### src/rtl/iob_clint_prog.sv
// IOb initiator driving the CLINT responder: coherent mtime read, tear-free mtimecmp update, msip set/clear.
// Build option: define IOB_CLINT_PROG_SAT_EN to saturate the ARM_REL target instead of wrapping.
module iob_clint_prog #(
  parameter int ADDR_W    = 16,
  parameter int DATA_W    = 32,
  parameter int N_CORES   = 1,
  parameter int RETRY_MAX = 4
) (
  input  logic                         clk_i,
  input  logic                         arst_i,
  input  logic                         cke_i,
  input  logic                         cmd_valid_i,
  output logic                         cmd_ready_o,
  input  logic [1:0]                   cmd_op_i,
  input  logic [$clog2(N_CORES+1)-1:0] cmd_hart_i,
  input  logic [63:0]                  cmd_value_i,
  output logic                         done_o,
  output logic                         err_o,
  output logic [63:0]                  mtime_o,
  output logic                         iob_avalid_o,
  output logic [ADDR_W-1:0]            iob_addr_o,
  output logic [DATA_W-1:0]            iob_wdata_o,
  output logic [DATA_W/8-1:0]          iob_wstrb_o,
  input  logic                         iob_rvalid_i,
  input  logic [DATA_W-1:0]            iob_rdata_i,
  input  logic                         iob_ready_i
);

  localparam int HART_W  = $clog2(N_CORES + 1);
  localparam int RETRY_W = $clog2(RETRY_MAX + 1);
  localparam logic [RETRY_W-1:0] RETRY_LAST = RETRY_W'(RETRY_MAX);

  localparam logic [1:0] OP_ARM_REL  = 2'd0;
  localparam logic [1:0] OP_ARM_ABS  = 2'd1;
  localparam logic [1:0] OP_SET_MSIP = 2'd2;

  localparam logic [ADDR_W-1:0] A_MSIP     = ADDR_W'(16'h0000);
  localparam logic [ADDR_W-1:0] A_CMP_LO   = ADDR_W'(16'h4000);
  localparam logic [ADDR_W-1:0] A_CMP_HI   = ADDR_W'(16'h4004);
  localparam logic [ADDR_W-1:0] A_MTIME_LO = ADDR_W'(16'hBFF8);
  localparam logic [ADDR_W-1:0] A_MTIME_HI = ADDR_W'(16'hBFFC);

  typedef enum logic [3:0] {
    IDLE, RD_HI1, RD_LO, RD_HI2, ADD, WR_LO_MAX, WR_HI, WR_LO, WR_MSIP, DONE
  } state_t;

  // Each bus state issues one request, waits for ready, then (reads only) for rvalid.
  typedef enum logic [1:0] {PH_ISSUE, PH_REQ, PH_RESP} phase_t;

  state_t               r_state, w_state;
  phase_t               r_phase, w_phase;
  logic [1:0]           r_op, w_op;
  logic [HART_W-1:0]    r_hart, w_hart;
  logic [63:0]          r_value, w_value, r_target, w_target, r_mtime, w_mtime;
  logic [63:0]          r_mtimeOut, w_mtimeOut, w_addTarget;
  logic [DATA_W-1:0]    r_h1, w_h1, r_lo, w_lo;
  logic [RETRY_W-1:0]   r_retry, w_retry;
  logic                 r_err, w_err;
  logic                 r_avalid, w_avalid;
  logic [ADDR_W-1:0]    r_addr, w_addr, w_reqAddr, w_hartOff;
  logic [DATA_W-1:0]    r_wdata, w_wdata, w_reqData;
  logic [DATA_W/8-1:0]  r_wstrb, w_wstrb;
  logic                 w_busState, w_isRead, w_xferDone;

  assign w_hartOff = ADDR_W'(r_hart);

`ifdef IOB_CLINT_PROG_SAT_EN
  logic [64:0] w_sum;
  assign w_sum       = {1'b0, r_mtime} + {1'b0, r_value};
  assign w_addTarget = w_sum[64] ? {64{1'b1}} : w_sum[63:0];
`else
  assign w_addTarget = r_mtime + r_value;
`endif

  always_comb begin
    w_state = r_state;   w_phase = r_phase;   w_op = r_op;       w_hart = r_hart;
    w_value = r_value;   w_target = r_target; w_mtime = r_mtime; w_mtimeOut = r_mtimeOut;
    w_h1 = r_h1;         w_lo = r_lo;         w_retry = r_retry; w_err = r_err;
    w_avalid = r_avalid; w_addr = r_addr;     w_wdata = r_wdata; w_wstrb = r_wstrb;
    w_busState = 1'b0;   w_isRead = 1'b0;     w_xferDone = 1'b0;
    w_reqAddr = '0;      w_reqData = '0;

    case (r_state)
      RD_HI1, RD_HI2: begin w_busState = 1'b1; w_isRead = 1'b1; w_reqAddr = A_MTIME_HI; end
      RD_LO:     begin w_busState = 1'b1; w_isRead = 1'b1; w_reqAddr = A_MTIME_LO; end
      WR_LO_MAX: begin w_busState = 1'b1; w_reqAddr = A_CMP_LO + (w_hartOff << 3); w_reqData = '1; end
      WR_HI:     begin w_busState = 1'b1; w_reqAddr = A_CMP_HI + (w_hartOff << 3); w_reqData = r_target[63:32]; end
      WR_LO:     begin w_busState = 1'b1; w_reqAddr = A_CMP_LO + (w_hartOff << 3); w_reqData = r_target[31:0]; end
      WR_MSIP:   begin w_busState = 1'b1; w_reqAddr = A_MSIP + (w_hartOff << 2);
                       w_reqData = DATA_W'(r_op == OP_SET_MSIP); end
      default: ;
    endcase

    if (w_busState) begin
      case (r_phase)
        PH_ISSUE: begin
          w_avalid = 1'b1;
          w_addr   = w_reqAddr;
          w_wdata  = w_isRead ? '0 : w_reqData;
          w_wstrb  = w_isRead ? '0 : '1;
          w_phase  = PH_REQ;
        end
        PH_REQ: if (iob_ready_i) begin
          w_avalid = 1'b0;
          if (!w_isRead || iob_rvalid_i) w_xferDone = 1'b1;
          else                           w_phase = PH_RESP;
        end
        PH_RESP: if (iob_rvalid_i) w_xferDone = 1'b1;
        default: w_phase = PH_ISSUE;
      endcase
      if (w_xferDone) w_phase = PH_ISSUE;
    end

    case (r_state)
      IDLE: if (cmd_valid_i) begin
        w_op = cmd_op_i; w_hart = cmd_hart_i; w_value = cmd_value_i; w_target = cmd_value_i;
        w_retry = '0;    w_err = 1'b0;        w_phase = PH_ISSUE;
        if (32'(cmd_hart_i) >= 32'(N_CORES)) begin
          w_err = 1'b1; w_state = DONE;
        end else begin
          case (cmd_op_i)
            OP_ARM_REL: w_state = RD_HI1;
            OP_ARM_ABS: w_state = WR_LO_MAX;
            default:    w_state = WR_MSIP;
          endcase
        end
      end
      RD_HI1: if (w_xferDone) begin w_h1 = iob_rdata_i; w_state = RD_LO; end
      RD_LO:  if (w_xferDone) begin w_lo = iob_rdata_i; w_state = RD_HI2; end
      // A changed high word means the low word may have wrapped between reads.
      RD_HI2: if (w_xferDone) begin
        if (iob_rdata_i == r_h1) begin
          w_mtime = {r_h1, r_lo}; w_state = ADD;
        end else begin
          w_h1 = iob_rdata_i; w_retry = r_retry + RETRY_W'(1);
          if (w_retry == RETRY_LAST) begin w_err = 1'b1; w_state = DONE; end
          else                             w_state = RD_LO;
        end
      end
      ADD:       begin w_target = w_addTarget; w_state = WR_LO_MAX; end
      WR_LO_MAX: if (w_xferDone) w_state = WR_HI;
      WR_HI:     if (w_xferDone) w_state = WR_LO;
      WR_LO: if (w_xferDone) begin
        if (r_op == OP_ARM_REL) w_mtimeOut = r_mtime;
        w_state = DONE;
      end
      WR_MSIP:   if (w_xferDone) w_state = DONE;
      DONE:      w_state = IDLE;
      default:   w_state = IDLE;
    endcase
  end

  always_ff @(posedge clk_i) begin
    if (arst_i) begin
      r_state <= IDLE;  r_phase <= PH_ISSUE; r_op <= '0;     r_hart <= '0;
      r_value <= '0;    r_target <= '0;      r_mtime <= '0;  r_mtimeOut <= '0;
      r_h1 <= '0;       r_lo <= '0;          r_retry <= '0;  r_err <= 1'b0;
      r_avalid <= 1'b0; r_addr <= '0;        r_wdata <= '0;  r_wstrb <= '0;
    end else if (cke_i) begin
      r_state <= w_state;   r_phase <= w_phase;   r_op <= w_op;       r_hart <= w_hart;
      r_value <= w_value;   r_target <= w_target; r_mtime <= w_mtime; r_mtimeOut <= w_mtimeOut;
      r_h1 <= w_h1;         r_lo <= w_lo;         r_retry <= w_retry; r_err <= w_err;
      r_avalid <= w_avalid; r_addr <= w_addr;     r_wdata <= w_wdata; r_wstrb <= w_wstrb;
    end
  end

  assign cmd_ready_o  = (r_state == IDLE);
  assign done_o       = (r_state == DONE);
  assign err_o        = done_o & r_err;
  assign mtime_o      = r_mtimeOut;
  assign iob_avalid_o = r_avalid;
  assign iob_addr_o   = r_addr;
  assign iob_wdata_o  = r_wdata;
  assign iob_wstrb_o  = r_wstrb;

endmodule

### config.mk
export PLATFORM = sky130hd
export DESIGN_NAME = iob_clint_prog
export DESIGN_NICKNAME = d
export VERILOG_FILES = /design/src/rtl/iob_clint_prog.sv
export SDC_FILE = /design/constraint.sdc
export NUM_CORES = 1
export LEC_CHECK = 0
export CORE_ASPECT_RATIO = 0.9
export CORE_MARGIN = 2
export CORE_UTILIZATION = 56
export DETAILED_ROUTE_END_ITERATION = 12
export PLACE_DENSITY = 0.83
export SLEW_MARGIN = 25
export SYNTH_ARGS = -nofsm -noshare
export SYNTH_HDL_FRONTEND = slang
export SYNTH_SLANG_ARGS = --single-unit
### constraint.sdc
create_clock -name clk_i -period 3.41 [get_ports clk_i]
set_input_delay 0.5115 -clock clk_i [delete_from_list [all_inputs] [get_ports clk_i]]
set_output_delay 0.5115 -clock clk_i [all_outputs]
set_load 0.005 [all_outputs]
==> run_results.csv, run 1 <==
group,metric,value,unit
outcome,status,"finished clean",
logic_synthesis,synth_edf_count,0,
clocking,cts-root-buf,"clkbuf_16",
final_layout,nFillCells,2624,
final_layout,drive_gt1_frac,0.0657,
logic_synthesis,yosys-top-cells-area,"dfxtp_1 (41%), nand2_1 (12%), a21oi_1 (9.7%)",
drt,via_per_inst,6.18,
timing,fin_crit_sh,0.946,
logic_synthesis,yosysWarnings,0,
logic_synthesis,postSynthAreaPerCell,7.85,um2
final_layout,area_growth,20.9,%
place,hpwl,46300,um
final_layout,diodes,0,
place,place_ws,124,ps
floorplanning,dieWidth,194,um
worst_setup_path,cp.arrival,3660,ps
global_route,grt_pass1_wl,95200,um
final_layout,fin_nets,2629,
floorplanning,core_area,32000,um2
drt,vias,17902,
drt,drc_errors,0,
logic_synthesis,synth_cell_types,77,
worst_setup_path,required,3840,ps
logic_synthesis,synth-seq-cells,371,
timing,worstMarginPinSlew,1070,ps
place,place_congestion,0.971,
worst_setup_path,crit_path_end_kind,"register",
timing,hold-worst-slack,376,ps
clocking,clk_pin_slew,60,ps
clocking,numCtsBuffers,38,
clocking,tritoncts,"built",
timing,min_period,3230,ps
floorplanning,io_pins,225,
drt,ant_nets,0,
worst_setup_path,cpPeakStageDelay,380,ps
floorplanning,initial_core_util,0.570,
job,maxCapViolCount,0,
logic_synthesis,synth_top_area_share,0.408,
global_route,antenna_found_initial,0,
global_route,grt_pass1_vias,16162,
timing,setup_viol,0,
worst_setup_path,worstSetupPathType,"reg2reg",
timing,rsz0062_at_grt,"false",
timing,tns,0,ps
clocking,htreeDepth,2,
timing,layout_setup_ws,184,ps
logic_synthesis,syn_inst,2318,
timing,finalHoldViolCount,0,
clocking,worstSkewPairLatency,550,ps
global_route,grtUsageTotal,0.357,
drt,wl,63200,um
drt,firstDrtPassIters,6,
clocking,clock_sinks,371,
timing,slew_headroom,0.287,
timing,finalMaxSlewViolations,0,
floorplanning,die_y,175,um
power_and_ir_drop,cellLeakagePower,8.24,nW
power_and_ir_drop,power.density,557,nW/um2
worst_setup_path,start_kind,"register",
clocking,ctsHoldBuffers,0,
timing,finalClockSkew,20.1,ps
timing,clock.fmax,310,MHz
logic_synthesis,syn_area,18200,um2
floorplanning,rows,62,
logic_synthesis,synth_top_cell_by_area,"dfxtp_1",
clocking,cts_max_path_buffers,3,
logic_synthesis,synthArstFlopShare,0,
worst_setup_path,path_cells,"ha_1 -> fa_2 -> a21o_1 -> a221oi_2 -> o31a_4 -> o21bai_2 -> a21oi_4 -> o21ai_4 -> a211oi_4 -> buf_4 -> o31ai_2 -> xor2_1 -> o221ai_1 -> nand2_1",
drt,wire_per_inst,21.8,um
logic_synthesis,synthFlopType,"dfxtp_1",
power_and_ir_drop,peakVddDrop,0.000695,V
worst_setup_path,slowest_stage,"fa_2",
logic_synthesis,ys_seq_area_frac,0.408,
worst_setup_path,path_max_fanout,3,
worst_hold_path,hp-class,"in2reg",
global_route,gr-total-overflow,0,
global_route,grt_max_degree,242,
drt,drtIter0Drc,1941,
final_layout,post-route-util,0.689,
place,io_buffers,222,
floorplanning,fp.dieArea,34000,um2
## cell families after synthesis
kind of cell	after synthesis	synth area share
flip-flops	371	0.408
multiplexers	35	0.0193
buffers and inverters	215	0.0518
other	1	0.000206
adder cells (fa/ha/maj)	70	0.0485
XOR/XNOR	91	0.0438
AND/OR/NAND/NOR	884	0.202
AO/OA/AOI/OAI	651	0.226
## cell usage in the layout, fill, tap and decap left out, drive strengths merged, types with 4 or more instances in the layout
| cell type | synthesis | final |
|---|---|---|
| nand2 | 606 | 606 |
| o21bai | 16 | 16 |
| o21ai | 50 | 50 |
| a221oi | 39 | 39 |
| bufinv | 0 | 5 |
| mux2i | 34 | 34 |
| clkbuf | 133 | 52 |
| a21oi | 354 | 354 |
| nor4 | 10 | 10 |
| o221ai | 57 | 57 |
| a21boi | 5 | 5 |
| a31oi | 10 | 10 |
| nor3 | 28 | 28 |
| a2111oi | 4 | 4 |
| o21a | 10 | 10 |
| ha | 69 | 69 |
| inv | 20 | 23 |
| buf | 62 | 69 |
| o31ai | 5 | 5 |
| o211ai | 7 | 7 |
| and2 | 8 | 8 |
| and3 | 10 | 10 |
| clkdlybuf4s50 | 0 | 221 |
| nand4 | 35 | 35 |
| a21o | 37 | 37 |
| nor2 | 138 | 138 |
| xnor2 | 67 | 67 |
| or2 | 5 | 5 |
| nand3 | 18 | 18 |
| xor2 | 24 | 24 |
| clkinv | 0 | 6 |
| nor2b | 7 | 7 |
| or4 | 4 | 4 |
| a211oi | 38 | 38 |
| dfxtp | 371 | 371 |
## where the power goes
part           leakage, nW  switching [W]  total (W)  internal [W]
sequential            3.01       0.000392    0.00518       0.00479
combinational         4.62        0.00159    0.00278       0.00119
clock                0.620        0.00177    0.00431       0.00254
total                 8.24        0.00375     0.0123       0.00852
## synth_stat cells, drive strengths merged (18+ instances only)
| library cell | count |
|---|---|
| inv | 20 |
| a221oi | 39 |
| xnor2 | 67 |
| a21oi | 354 |
| nand3 | 18 |
| nand4 | 35 |
| a21o | 37 |
| xor2 | 24 |
| dfxtp | 371 |
| clkbuf | 133 |
| nor3 | 28 |
| nand2 | 606 |
| a211oi | 38 |
| o21ai | 50 |
| ha | 69 |
| mux2i | 34 |
| nor2 | 138 |
| o221ai | 57 |
| buf | 62 |
## repair_timing
| action | CTS | global route |
|---|---|---|
| buffers inserted | 0 | 2 |
| resized for setup | 0 | 2 |
| endpoints found under the setup margin | 0 | 2 |
| endpoints found under the hold margin | 0 | 0 |
## per-stage QoR
step | instance area [um2] | power (W) | cells
2_1_floorplan | 18200 | 0.00679 | 2319
3_5_place_dp | 20700 | 0.00798 | 2828
3_3_place_gp | 20700 | 0.00791 | 2828
5_1_grt | 22000 | 0.0128 | 2897
6_report | 22000 | 0.0123 | 2897
4_1_cts | 22000 | 0.0122 | 2895
## layer usage
layer | track usage | up-vias | routed length (um)
met5 | 0 | - | 0
met4 | 0.115 | 0 | 2010
met3 | 0.0679 | 114 | 7100
met2 | 0.509 | 1006 | 26000
met1 | 0.539 | 8464 | 28100
li1 | - | 8318 | -
## final timing paths
| check | from | end | slack, ps | cells after the start |
|---|---|---|---|---|
| max | r_mtime[0] | r_target[58] | 180 | 14 |
| min | arst_i | r_value[11] | 380 | 2 |
| max reg2reg | r_mtime[0] | r_target[58] | 180 | 14 |
| min reg2reg | r_target[44] | r_target[44] | 440 | 2 |
## sequential cells by signal (all words and copies together), names as in the netlist
| name | count |
|---|---|
| r_h1 | 32 |
| iob_wstrb_o | 1 |
| r_hart | 1 |
| r_target | 64 |
| r_err | 1 |
| iob_wdata_o | 32 |
| r_phase | 2 |
| r_state | 4 |
| iob_addr_o | 4 |
| r_value | 64 |
| r_lo | 32 |
| r_mtime | 64 |
| mtime_o | 64 |
| r_op | 2 |
| r_retry | 3 |
| iob_avalid_o | 1 |
## worst max-delay path, delay by kind of cell (launching register included)
family	cells	cell delay, ps
xor+xnor	1	170
simple gates	1	70
compound gates	9	1800
buf+inv	1	160
fa+ha+maj	2	600
flops	1	330
## area by class of cell
type	instances	area (um2)	area share
flip-flops and latches	371	7430	0.337
multi-input cells	1733	9890	0.449
inverters	20	75.1	0.00341
clock inverters	15	229	0.0104
clock buffers	52	1040	0.0474
well taps	416	520	0.0236
repair buffers	290	2830	0.128
Power figures use the tool's default switching activity.
==> run 2: changes to the inputs <==
--- a/config.mk
+++ b/config.mk
@@ -7,10 +7,11 @@
 export LEC_CHECK = 0
 export CORE_ASPECT_RATIO = 0.9
 export CORE_MARGIN = 2
-export CORE_UTILIZATION = 56
+export CORE_UTILIZATION = 51
 export DETAILED_ROUTE_END_ITERATION = 12
-export PLACE_DENSITY = 0.83
+export PLACE_DENSITY = 0.8
 export SLEW_MARGIN = 25
 export SYNTH_ARGS = -nofsm -noshare
 export SYNTH_HDL_FRONTEND = slang
 export SYNTH_SLANG_ARGS = --single-unit
+export TNS_END_PERCENT = 20
==> constraint.sdc (replaced) <==
create_clock -name clk_i -period 2.95 [get_ports clk_i]
set_input_delay 0.4425 -clock clk_i [delete_from_list [all_inputs] [get_ports clk_i]]
set_output_delay 0.4425 -clock clk_i [all_outputs]
set_load 0.005 [all_outputs]
==> run 2 against run 1 <==
Die area rose by 9.6%. Core utilization fell by 1.8 points. Largest power group unchanged. Via count rose by 2.6%. Cell area rose by 7.0%. Setup slack got worse by 190 ps. Critical endpoint is now r_target[52]. Clock-buffer cell count fell by 1. First-iteration DRC count rose by 11%. Sequential share of layout area fell by 2.1 points. Maximum frequency rose by 9.3%. Non-clock buffer count rose by 117. Worst hold slack got worse by 65 ps. Register-to-register slack got worse by 190 ps. The run now ends with setup timing left. Critical path type unchanged.
==> run_results.csv, run 2 (synthesized netlist as in run 1, its figures left out) <==
group,metric,value,unit
worst_setup_path,slowest_stage,"dfxtp_1",
worst_setup_path,path_max_fanout,6,
clocking,tritoncts,"built",
power_and_ir_drop,peakVddDrop,0.000465,V
drt,ant_nets,0,
timing,finalClockSkew,9.94,ps
outcome,status,"finished, violations left",
worst_setup_path,worstSetupPathType,"reg2reg",
drt,drtIter0Drc,2151,
worst_setup_path,cp.arrival,3380,ps
clocking,htreeDepth,2,
outcome,violations,"setup timing",
floorplanning,core_area,35100,um2
final_layout,diodes,0,
timing,layout_setup_ws,-2.94,ps
worst_hold_path,hp-class,"in2reg",
timing,setup_viol,1,
global_route,antenna_found_initial,2,
timing,slew_headroom,0.473,
final_layout,drive_gt1_frac,0.137,
drt,via_per_inst,5.99,
timing,fin_crit_sh,1.00,
worst_setup_path,start_kind,"register",
final_layout,final_cell_mix,"nand2_1 (604), dfxtp_1 (359), a21oi_1 (347)",
timing,rsz0062_at_grt,"true",
global_route,grt_max_degree,172,
final_layout,area_growth,29.4,%
clocking,cts-root-buf,"clkbuf_16",
drt,wl,65200,um
worst_hold_path,holdPathStages,2,
drt,wire_per_inst,21.3,um
power_and_ir_drop,power.density,607,nW/um2
worst_setup_path,crit_path_end_kind,"register",
floorplanning,dieWidth,203,um
worst_setup_path,path_common_cell,"buf_4",
worst_setup_path,worst-r2r-cell-count,14,
drt,drc_errors,0,
clocking,clock_sinks,371,
worst_setup_path,path_buf_inv,3,
power_and_ir_drop,finalPower,0.0143,W
floorplanning,rows,65,
timing,hold-worst-slack,311,ps
final_layout,finalInstanceArea,23600,um2
clocking,cts_max_path_buffers,3,
timing,finalMaxSlewViolations,0,
floorplanning,die_y,183,um
floorplanning,initial_core_util,0.518,
timing,min_period,2950,ps
final_layout,nFillCells,2874,
clocking,numCtsBuffers,39,
timing,finalHoldViolCount,0,
power_and_ir_drop,cellLeakagePower,8.84,nW
place,place_congestion,0.965,
place,placed_area,21700,um2
job,maxCapViolCount,0,
place,hpwl,48200,um
worst_hold_path,hp-start,"arst_i",
place,io_buffers,222,
floorplanning,fp.dieArea,37200,um2
timing,clock.fmax,339,MHz
clocking,worstSkewPairLatency,540,ps
global_route,gr-total-overflow,0,
clocking,ctsHoldBuffers,0,
worst_setup_path,timing.reg2reg.setup_slack,-3,ps
clocking,clk_pin_slew,60,ps
global_route,grtUsageTotal,0.339,
floorplanning,io_pins,225,
worst_setup_path,path_cells,"ha_2 -> a21oi_1 -> o21ai_0 -> a21oi_1 -> o31ai_2 -> a21oi_4 -> o21ai_4 -> a211oi_4 -> buf_4 -> buf_4 -> buf_4 -> xnor2_1 -> o221ai_1 -> nand2_1",
worst_hold_path,holdPathEnd,"iob_addr_o[13]",
global_route,grt_pass1_wl,98100,um
worst_setup_path,required,3380,ps
final_layout,fin_nets,2747,
final_layout,final_common_cell,"nand2_1",
drt,vias,18365,
worst_setup_path,crit_family,"compound AO/OA/AOI/OAI gates",
timing,worstMarginPinSlew,784,ps
worst_setup_path,r2r-end,"r_target[52]",
worst_setup_path,r2r_start,"r_mtime[13]",
global_route,grt_pass1_vias,16867,
worst_setup_path,cpPeakStageDelay,440,ps
drt,firstDrtPassIters,6,
[run 2: cell types whose count changed in the layout (fill, tap and decap cells not counted), moves of 5 or more]
cell and change:
ha_2 +6, buf_12 +9, a21oi_1 -6, dfxtp_2 +11
buf_4 +108, dfxtp_1 -11, o221ai_1 -5, o221ai_2 +5
ha_1 -27, ha_4 +21, a21oi_2 +6
[run 2: stage by stage]
stage          utilization  setup slack, ps  setup TNS (ps)  cells
6_report             0.670            -2.94           -2.94   3066
5_1_grt              0.670             -118            -796   3066
4_1_cts              0.658             1.60               0   3060
3_5_place_dp         0.618             -197           -1430   2990
3_3_place_gp         0.618             -186            -930   2990
2_1_floorplan            -             1.39               0   2319
[run 2: power breakdown]
part / internal [W] / leakage, nW / switching [W]
Combinational: 0.00159 / 5.23 / 0.00196
Clock: 0.00274 / 0.600 / 0.00206
Sequential: 0.00554 / 3.01 / 0.000419
Total: 0.00987 / 8.84 / 0.00444
[run 2: layout make-up]
class	count	area, um2	share of cell area
Multi-Input combinational cell	1733	10400	0.442
Sequential cell	371	7440	0.316
Timing Repair Buffer	407	3820	0.162
Clock buffer	51	1070	0.0455
Tap cell	469	587	0.0249
Clock inverter	15	148	0.00627
Inverter	20	75.1	0.00319
[run 2: routing by layer]
| layer | vias up | GRT usage | part of all wire |
|---|---|---|---|
| met5 | - | 0 | 0 |
| met4 | 0 | 0.122 | 0.036 |
| met3 | 127 | 0.0657 | 0.098 |
| met2 | 962 | 0.495 | 0.42 |
| met1 | 8723 | 0.495 | 0.44 |
| li1 | 8553 | - | - |
[run 2: repair_timing]
item / CTS / global route
buffers inserted: 4 / 6
resized for setup: 28 / 69
pin swaps: 15 / 23
endpoints found under the setup margin: 12 / 29
[run 2: worst max-delay path by stage]
stage	slack (ps)	cells past startpoint	from	to
floorplan	1	13	r_value[0]	r_target[56]
global placement	-190	12	iob_rdata_i[3]	r_mtime[18]
global route	-120	14	r_mtime[13]	r_target[60]
detailed placement	-200	12	iob_rdata_i[8]	r_mtime[18]
finish	-3	14	r_mtime[13]	r_target[52]
CTS	2	13	r_mtime[31]	r_target[63]
